===== src/rtl/alu_sequencer.sv =====
// alu_sequencer: round-robin sharing of a registered 64-bit ALU between two requesters,
// with op-dependent settle time before the enable pulse and a valid/ready response channel.
module alu_sequencer #(
    parameter int WIDTH      = 64,
    parameter int SIMPLE_CYC = 1,
    parameter int MUL_CYC    = 4,
    parameter int DIV_CYC    = 8
) (
    input  logic             clk,
    input  logic             clr,
    input  logic             req0_valid,
    input  logic [4:0]       req0_op,
    input  logic [WIDTH-1:0] req0_a,
    input  logic [WIDTH-1:0] req0_b,
    output logic             req0_ready,
    input  logic             req1_valid,
    input  logic [4:0]       req1_op,
    input  logic [WIDTH-1:0] req1_a,
    input  logic [WIDTH-1:0] req1_b,
    output logic             req1_ready,
    output logic             resp_valid,
    output logic             resp_id,
    output logic [WIDTH-1:0] resp_data,
    output logic             resp_err,
    input  logic             resp_ready,
    output logic [WIDTH-1:0] alu_a,
    output logic [WIDTH-1:0] alu_b,
    output logic [4:0]       alu_ctrl,
    output logic             alu_en,
    input  logic [WIDTH-1:0] alu_out
);
    typedef enum logic [1:0] {IDLE, EXEC, CAPT, RESP} state_t;
    state_t state, state_n;
    logic             rr, id_q, g0, g1, legal, busy;
    logic [4:0]       op_q, g_op;
    logic [WIDTH-1:0] a_q, b_q, g_a, g_b;
    logic [15:0]      cnt, lat;
    // Grants are gated by clr so no ready pulse escapes while reset is held
    assign g0 = clr && state == IDLE && req0_valid && (!req1_valid || !rr);
    assign g1 = clr && state == IDLE && req1_valid && (!req0_valid || rr);
    assign req0_ready = g0;
    assign req1_ready = g1;
    assign g_op = g1 ? req1_op : req0_op;
    assign g_a = g1 ? req1_a : req0_a;
    assign g_b = g1 ? req1_b : req0_b;
    assign legal = g_op < 5'd12 && !(g_op == 5'd3 && g_b == '0);
    assign lat = g_op == 5'd2 ? 16'(MUL_CYC) : g_op == 5'd3 ? 16'(DIV_CYC) : 16'(SIMPLE_CYC);
    assign busy = state == EXEC || state == CAPT;
    assign alu_a = busy ? a_q : '0;
    assign alu_b = busy ? b_q : '0;
    assign alu_ctrl = busy ? op_q : 5'd0;
    assign resp_valid = state == RESP;
    always_ff @(posedge clk or negedge clr) begin
        if (!clr) state <= IDLE;
        else      state <= state_n;
    end
    always_comb begin
        state_n = state;
        alu_en = 1'b0;
        case (state)
            IDLE: state_n = (g0 || g1) ? (legal ? EXEC : RESP) : IDLE;
            EXEC: begin
                alu_en = cnt == '0;
                state_n = alu_en ? CAPT : EXEC;
            end
            CAPT: state_n = RESP;
            RESP: state_n = resp_ready ? IDLE : RESP;
            default: state_n = IDLE;
        endcase
    end
    always_ff @(posedge clk or negedge clr) begin
        if (!clr) begin
            rr <= 1'b0;
            id_q <= 1'b0;
            op_q <= '0;
            a_q <= '0;
            b_q <= '0;
            cnt <= '0;
            resp_id <= 1'b0;
            resp_data <= '0;
            resp_err <= 1'b0;
        end else if (g0 || g1) begin
            rr <= ~g1;
            id_q <= g1;
            op_q <= g_op;
            a_q <= g_a;
            b_q <= g_b;
            cnt <= lat - 16'd1;
            if (!legal) begin
                resp_id <= g1;
                resp_data <= '0;
                resp_err <= 1'b1;
            end
        end else if (state == EXEC && cnt != '0) begin
            cnt <= cnt - 16'd1;
        end else if (state == CAPT) begin
            resp_id <= id_q;
            resp_data <= alu_out;
            resp_err <= 1'b0;
        end
    end
endmodule


===== config.mk =====
export PLATFORM = sky130hd
export DESIGN_NAME = alu_sequencer
export DESIGN_NICKNAME = d
export VERILOG_FILES = /design/src/rtl/alu_sequencer.sv
export SDC_FILE = /design/constraint.sdc
export NUM_CORES = 1
export LEC_CHECK = 0
export BUFFER_PORTS_ARGS = -buffer_cell sky130_fd_sc_hd__buf_2
export CAP_MARGIN = 20
export CORE_AREA = 8 8 203 205
export DETAILED_ROUTE_END_ITERATION = 8
export DIE_AREA = 0 0 211 213
export SLEW_MARGIN = 20
export SYNTH_ARGS = -nofsm -noshare
export SYNTH_HDL_FRONTEND = slang
export SYNTH_SLANG_ARGS = --single-unit

===== constraint.sdc =====
create_clock -name clk -period 2.32 [get_ports clk]
set_input_delay 0.116 -clock clk [delete_from_list [all_inputs] [get_ports clk]]
set_output_delay 0.116 -clock clk [all_outputs]
set_load 0.05 [all_outputs]

After elaboration in Yosys (flattened, before gate mapping). Cells that the tools add are included.

Memory bits (writable): 0. Memories kept: 0. Bits in read-only memories: 0. Word-level logic and storage cells: 72. Flip-flop bits (word level): 219. Output and inout port bits: 203. Latch bits: 0.

Magnitude comparators: 1. Reduce and logical (&&, ||, !) cells: 23. Add/sub/neg operators: 2. Multipliers: 0. Eq/ne operators: 7. Bitwise logic cells: 1. Multiplexer cells: 28. Divide/modulo/power cells: 0. Shift operators: 0.

Operator list (count): 64-bit 2-to-1 mux (8); 64-bit zero test (1); 16-bit 2-to-1 mux (2); 16-bit zero test (1); 16-bit nonzero test (1); 16-bit by 1-bit subtractor with 16-bit output, second input constant (1); 5-bit by 2-bit equality test with 1-bit output, second input constant (2); 5-bit 2-to-1 mux (2); 1-bit 2-to-1 mux (9); 1-bit logical AND (8); 2-bit 2-to-1 mux (4); 4-bit 2-to-1 mux (2); 2-bit case mux with 4 select lines (1); 5-bit by 4-bit < comparator with 1-bit output, second input constant (1); 4-bit by 1-bit subtractor with 5-bit output, second input constant (1); 2-bit equality test, second input constant (2); 1-bit zero test (4); 1-bit logical OR (4); 2-bit != test, second input constant (2); 2-bit nonzero test (2); 3-bit AND reduction (1); 2-bit by 1-bit equality test with 1-bit output, second input constant (1); 2-bit zero test (1); 1-bit NOT (1).

Longest topological paths before layout. Gate-level depths: netlist (run 1).

Word-level depth: 12. Mapped depth: 10. Mapped depth without buffers: 8.

Worst setup path after synthesis (run 1). OpenSTA, ideal clock, no wires.

Kind: reg-to-reg. Start: reg cnt[0]. End: reg resp_id. Library setup time: 0.125 ns. Required time: 2.195 ns. Arrival: 2.323 ns. Slack: -0.128 ns. Stages on the path, launching flop included: 9. Clock period less this slack: 2.448 ns. Buffers on the path: 0. Cells stage by stage: dfrtp_1 -> inv_1 -> ha_1 -> or4b_2 -> or4_4 -> nand2_4 -> nand3_2 -> o211ai_1 -> mux2_2.

Word-level cells in the longest chain between the ends: 4.

Ends and longest elaborated chain: start: declaration (line 37) `logic [15:0] cnt, lat;`; start signal: assignment (line 88) `cnt <= lat - 16'd1;`; start signal: assignment (line 95) `cnt <= cnt - 16'd1;`; 16-bit nonzero test (line 94) `end else if (state == EXEC && cnt != '0) begin`; 1-bit logical AND (line 94); 2-bit != test (no source line); 3-bit AND reduction (no source line); end signal: assignment (line 90) `resp_id <= g1;`; end signal: assignment (line 97) `resp_id <= id_q;`; end: declaration (line 22) `output logic resp_id,`.

Every way passes these cells. A chain may end at the register's enable or synchronous reset.

Final worst setup path (run 1).
Start: reg cnt[8]. End: reg cnt[15].

Word-level cells in the longest chain between the ends: 3. Elaborated cells between the ends (all ways): 6. Those cells by class: add/sub: 1; mux: 2; reduce/logical: 3.

Ends and longest elaborated chain (line): 16-bit by 1-bit subtractor with 16-bit output or 16-bit nonzero test (tied branches) (95, 94); 16-bit 2-to-1 mux or 1-bit logical AND (tied branches) (94); 16-bit 2-to-1 mux or 2-bit nonzero test (tied branches).

Parallel ways exist; a longest one is shown, timed or not. The select of a mux whose other input is x is not followed.

==> results.txt, run 1 <==
Sw frac: 52.2%
Initial core utilization: 28.7%
Max Slew Vio Count: 0
Routed WL per cell: 19.3 microns
Post-synthesis register bit count: 219
Seq pwr share: 24.6%
Gate Count Post-Synth: 1326
# setup viols final: 77
Synth Area in XOR/XNOR: 0.641%
Final setup margin: -0.156 ns
Post-Synth Simple-Gate Area: 31.1%
Initial drt markers: 1235
Minimum clock period: 2.48 ns
CP startpoint kind: flip-flop
Setup Crit Path Kind: reg2reg
Router iterations before antenna repair: 8
Setup TNS: -6.34 ns
Pwr Density: 1380 mW/mm^2
R2R depth: 8
Worst Tran Pin Value: 0.856 ns
Post-synthesis adder-cell area fraction: 0.572%
Clk_lat worst skew: 0.54 ns
Htree depth: 1
Via count: 13800
Run status: finished with violations
FILL cells: 3403
Die Y: 213 microns
Worst path max stage delay: 0.56 ns
Post-synthesis sequential area ratio: 50.1%
Worst Path Required: 2.79 ns
Logic gate share of total power: 60.2%
CTS sink count: 219
Share of cells above drive strength 1: 31.7%
Relative slew slack: 42.9%
Site Rows: 72
Total CTS buffers: 26
Post-Syn Area: 0.0109 sq mm
Max Cap Viol: 0
Tcrit/Tclk final: 107%
Via/cell ratio: 5.02
Clk buf depth: 3
CP endpoint kind: flip-flop
Ys flop type: dfrtp_1
Vias in the first global route: 14400
Synth unique cells: 46
Mux cell area share after synthesis: 0.389%
CP cell instances: or4_4 > buf_6 > or4_4 > buf_6 > nand4_1 > buf_4 > o21ai_1 > a21oi_1
GPL Wtd Cong: 0.935
Critical path depth: 8
Design Area, Final: 0.0190 sq mm
CORE AREA: 0.0381 sq mm
Worst Path Buf+Inv: 3
CP top delay family: simple AND/OR/NAND/NOR gates
First-pass GRT wire length: 78800 microns
Fmax: 404 MHz
Area Growth Syn to Fin: 74.1%
Drt drc: 0
Mean area per synthesized cell: 8.24 sq um
Final ANT Viol Nets: 0
Largest family of logic cells by synthesized area: simple AND/OR/NAND/NOR gates
Worst Hold Depth: 4
Placed Cells: 2326
Largest net degree at the start of global routing: 137
Die width: 211 microns
Worst-path fanout max: 4
Unrepaired setup endpoints after global routing: yes
YS warnings: 0
Min-delay worst type: in2reg
WL final: 53000 microns
P_int: 12.5 mW
Net count, final: 2541
Synth Area in Compound Gates: 12.4%
Clock share of power: 15.2%
Synth area leaders: dfrtp_1, nand2_1, and2_1, a31oi_1, nor2_1
Die area: 0.0449 sq mm
CP Data Arrival Time: 2.94 ns
Worst-path clk slew: 0.06 ns
DP Wirelength: 33100 microns
Failing checks: negative setup slack
Slowest library cell on the worst path: or4_4
Final Hold Fails: 0
CTS root buf: clkbuf_16
Asr flop ratio synth: 100%
Total GRT Usage: 21.7%
CTS tree: done
DP Worst Slack: -0.137 ns
Leak pwr: 9.36 nW
Dpl cell area: 0.0142 sq mm
Non-Filler Instances: 2746
IO Port Bufs: 537
Net Sw Power: 13.7 mW
Num ports: 538
Total grt overflow: 0
VDD IR max: 1310 uV
Post-synth EDFFs: 0
Initial antenna violation count: 12
Post-synth top area share: 50.1%
Syn nets: 1666
Clock Skews: 0.0146 ns
Largest area contributor in the netlist: dfrtp_1
[cell usage in the layout (no fill, tap or decap), types with 6 or more instances in the layout]
cell type / netlist / layout
a21oi_1: 10 / 6
a31oi_1: 133 / 133
and2_1: 134 / 133
buf_12: 7 / 9
buf_2: 5 / 532
buf_4: 0 / 49
buf_6: 2 / 9
clkbuf_16: 0 / 30
clkinv_2: 0 / 8
dfrtp_1: 219 / 219
diode_2: 0 / 9
dlygate4sd3_1: 0 / 333
nand2_1: 402 / 395
nand2_2: 0 / 6
nand4_1: 10 / 10
nor2_1: 148 / 148
nor3_2: 0 / 6
nor4_1: 32 / 29
o21ai_0: 9 / 6
o21ai_1: 60 / 56
o21ai_2: 1 / 7
[repair_timing]
action                                 4_1_cts  5_1_grt
gates resized for setup                     31       32
setup endpoints to repair                  170      121
pin swaps                                   12       15
buffers inserted                            22        7
cloned                                       2        4
endpoints found under the hold margin      354        0
hold buffers                               333        0
[power by group through the flow]
stage	combinational, mW	sequential [mW]	clock, mW
global placement	14.4	6.40	0
CTS	15.4	6.39	4.10
detailed placement	14.4	6.42	0
global route	16.7	6.61	4.23
floorplan	9.52	7.43	0
finish	15.8	6.43	3.99
[worst register-to-register path: stages, from the launching register on]
cell and delay (ns):
dfrtp_1 0.39, or4_4 0.56, buf_6 0.14, or4_4 0.54
buf_6 0.15, nand4_1 0.22, buf_4 0.19, o21ai_1 0.08
a21oi_1 0.15
[per-stage QoR]
step	util, %	hold WS, ns	total power, mW
floorplan	-	-0.180	16.9
global placement	37.3	-0.0200	20.8
CTS	49.2	0.0273	25.9
global route	49.9	0.0579	27.5
detailed placement	37.3	-0.0220	20.9
finish	49.9	0.0688	26.2
[cells by family after synthesis]
kind of cell             after synthesis
XOR/XNOR                               8
AO/OA/AOI/OAI                        227
AND/OR/NAND/NOR                      759
multiplexers                           4
adder cells (fa/ha/maj)                5
buffers and inverters                104
flip-flops                           219
[cell type report]
cell class	instances	area, sq um	share of cell area [%]
timing repair buffer	942	6880	36.1
sequential	219	5480	28.8
multi-input combinational	1003	5130	27.0
clock buffer	35	734	3.86
tap	518	648	3.41
clock inverter	11	93.8	0.493
inverter	9	40.0	0.210
antenna	9	22.5	0.118
[cell usage after synthesis (3+ instances only)]
| master | number |
|---|---|
| a21oi_1 | 10 |
| a31oi_1 | 133 |
| and2_1 | 134 |
| buf_12 | 7 |
| buf_2 | 5 |
| clkbuf_1 | 79 |
| dfrtp_1 | 219 |
| ha_1 | 5 |
| inv_1 | 8 |
| nand2_1 | 402 |
| nand4_1 | 10 |
| nor2_1 | 148 |
| nor3_1 | 10 |
| nor4_1 | 32 |
| o21ai_0 | 9 |
| o21ai_1 | 60 |
| o22a_1 | 4 |
| or3_1 | 6 |
| or4_4 | 3 |
| xnor2_1 | 5 |
| xor2_1 | 3 |
[worst paths after layout]
path | slack, ns | end | start
max reg2reg | -0.16 | cnt[15] | cnt[8]
min reg2reg | 0.48 | id_q | id_q
min in group asynchronous | 0.30 | b_q[0] | clr
max | -0.16 | cnt[15] | cnt[8]
min | 0.07 | op_q[4] | req1_op[4]
max in group asynchronous | 0.61 | a_q[59] | clr
[layer usage]
| layer | track usage, % | part of all wire (%) |
|---|---|---|
| met5 | 0 | 0.10 |
| met4 | 12.7 | 6.0 |
| met3 | 5.69 | 8.4 |
| met2 | 35.5 | 48 |
| met1 | 25.6 | 38 |
[flip-flops by register name (all words and copies together) (netlist names)]
| name | cells |
|---|---|
| resp_id | 1 |
| state | 2 |
| rr | 1 |
| cnt | 16 |
| b_q | 64 |
| a_q | 64 |
| op_q | 5 |
| resp_data | 64 |
| id_q | 1 |
| resp_err | 1 |
Power figures use the tool's default switching activity.
==> run 2, diff against run 1 <==
GPL_TIMING_DRIVEN = 1   (was not set)
PLACE_DENSITY = 0.67   (was not set)
SKIP_CTS_REPAIR_TIMING = 1   (was not set)
==> results.txt, run 2 (synthesized netlist as in run 1, its figures left out) <==
Share of cells above drive strength 1: 30.8%
Initial core utilization: 28.7%
Commonest non-fill, non-tap cell in the layout: buf_2
IO Port Bufs: 537
CTS tree: done
CP Data Arrival Time: 3.00 ns
Num ports: 538
Vias in the first global route: 11900
Max Cap Viol: 0
Net count, final: 2536
CP cell instances: or4_4 > buf_4 > or4_4 > nand2_4 > and3_4 > buf_12 > clkbuf_16 > nand2_1 > o21ai_1
Slowest library cell on the worst path: or4_4
Clk buf depth: 3
Htree depth: 1
Minimum clock period: 2.56 ns
Largest net degree at the start of global routing: 153
FF-to-FF End: resp_data[41]
Worst path max stage delay: 0.54 ns
Routed WL per cell: 19.5 microns
Clk_lat worst skew: 0.54 ns
Router iterations before antenna repair: 6
Worst Hold Depth: 4
Worst path most repeated cell: or4_4
First-pass GRT wire length: 66700 microns
FILL cells: 3337
Failing checks: negative setup slack
Worst-path fanout max: 6
Setup Crit Path Kind: reg2reg
Worst Tran Pin Value: 0.822 ns
Die Y: 213 microns
Pwr Density: 1410 mW/mm^2
CP top delay family: simple AND/OR/NAND/NOR gates
Critical path depth: 9
DP Worst Slack: -0.111 ns
Total GRT Usage: 18.4%
CTS root buf: clkbuf_16
R2R depth: 9
Reg2reg start: cnt[11]
Final setup margin: -0.241 ns
Initial drt markers: 1249
Max Slew Vio Count: 0
Worst-path clk slew: 0.06 ns
Min-delay worst type: in2reg
Hold worst-path end: op_q[4]
Final Hold Fails: 0
Site Rows: 72
Via/cell ratio: 4.98
Worst Path Required: 2.76 ns
Area Growth Syn to Fin: 74.2%
Leak pwr: 9.40 nW
FF-to-FF setup slack: -0.24 ns
Die area: 0.0449 sq mm
Final ANT Viol Nets: 0
Unrepaired setup endpoints after global routing: yes
Hold path start: req1_op[4]
Clock Skews: 0.0203 ns
GPL Wtd Cong: 0.964
Commonest cells after routing, fill and taps aside: buf_2, nand2_1, dlygate4sd3_1, dfrtp_1, nor2_1
# setup viols final: 76
Total grt overflow: 0
Drt drc: 0
Die width: 211 microns
Run status: finished with violations
Via count: 13700
Initial antenna violation count: 11
CP startpoint kind: flip-flop
Total CTS buffers: 26
VDD IR max: 884 uV
Fin util: 50.0%
CORE AREA: 0.0381 sq mm
Relative slew slack: 45.2%
CP endpoint kind: flip-flop
CTS sink count: 219
Tcrit/Tclk final: 110%
Worst Path Buf+Inv: 3
Largest regs: a_q: 64 flops, b_q: 64 flops, resp_data: 64 flops
Fmax: 391 MHz
WL final: 53600 microns
DP Wirelength: 33300 microns
## run 2: cell types whose count changed in the layout (fill, tap and decap cells not counted), sizes merged
cell	previous run	this run
diode	9	8
bufbuf	1	0
clkinvlp	2	1
buf	604	601
bufinv	1	4
clkbuf	39	45
clkinv	9	3
inv	8	10
dlygate4sd3	333	329
## run 2: worst max path at each step
stage	startpoint	to	slack, ns
floorplan	cnt[0]	resp_id	-0.03
global placement	cnt[1]	resp_err	-0.07
detailed placement	cnt[0]	resp_data[61]	-0.11
CTS	cnt[10]	alu_en	-0.43
global route	cnt[8]	resp_data[41]	-0.28
finish	cnt[11]	resp_data[41]	-0.24
## run 2: layer usage
layer	vias to the layer above	part of all wire [%]	global-route usage [%]	routed length, microns
met1	6403	38	23.1	20200
met4	4	4.9	5.69	2640
li1	6177	-	-	-
met3	202	8.5	4.58	4580
met5	-	0.043	0	23
met2	877	49	30.9	26100
## run 2: power by group
part,switching (mW),leakage [nW],internal (mW)
combinational,11.1,6.24,4.63
clock,1.72,0.479,2.88
sequential,0.950,2.68,5.52
total,13.8,9.40,13.0
## run 2: layout make-up
class	count	area (sq um)	share of cell area [%]
Antenna cell	8	20.0	0.105
Clock inverter	9	151	0.795
Inverter	9	36.3	0.191
Sequential cell	219	5480	28.8
Clock buffer	38	817	4.29
Multi-Input combinational cell	1003	5020	26.4
Timing Repair Buffer	937	6870	36.1
Tap cell	518	648	3.40
## run 2: through the flow
step | power [mW] | hold WS, ns | std cells | setup TNS, ns | instance area (sq um)
2_1_floorplan | 16.9 | -0.180 | 1326 | -0.215 | 11000
3_3_place_gp | 20.7 | -0.0911 | 2335 | -1.64 | 14300
3_5_place_dp | 20.9 | -0.0910 | 2335 | -3.42 | 14300
4_1_cts | 25.6 | -0.685 | 2382 | -4.92 | 15300
5_1_grt | 28.1 | 0.0884 | 2739 | -14.58 | 19000
6_report | 26.8 | 0.0651 | 2741 | -8.10 | 19000
## run 2: worst min-delay path, cell delays in order
cell      delay (ns)
buf_2           0.10
nor4bb_2        0.05
buf_4           0.13
a31oi_1         0.14
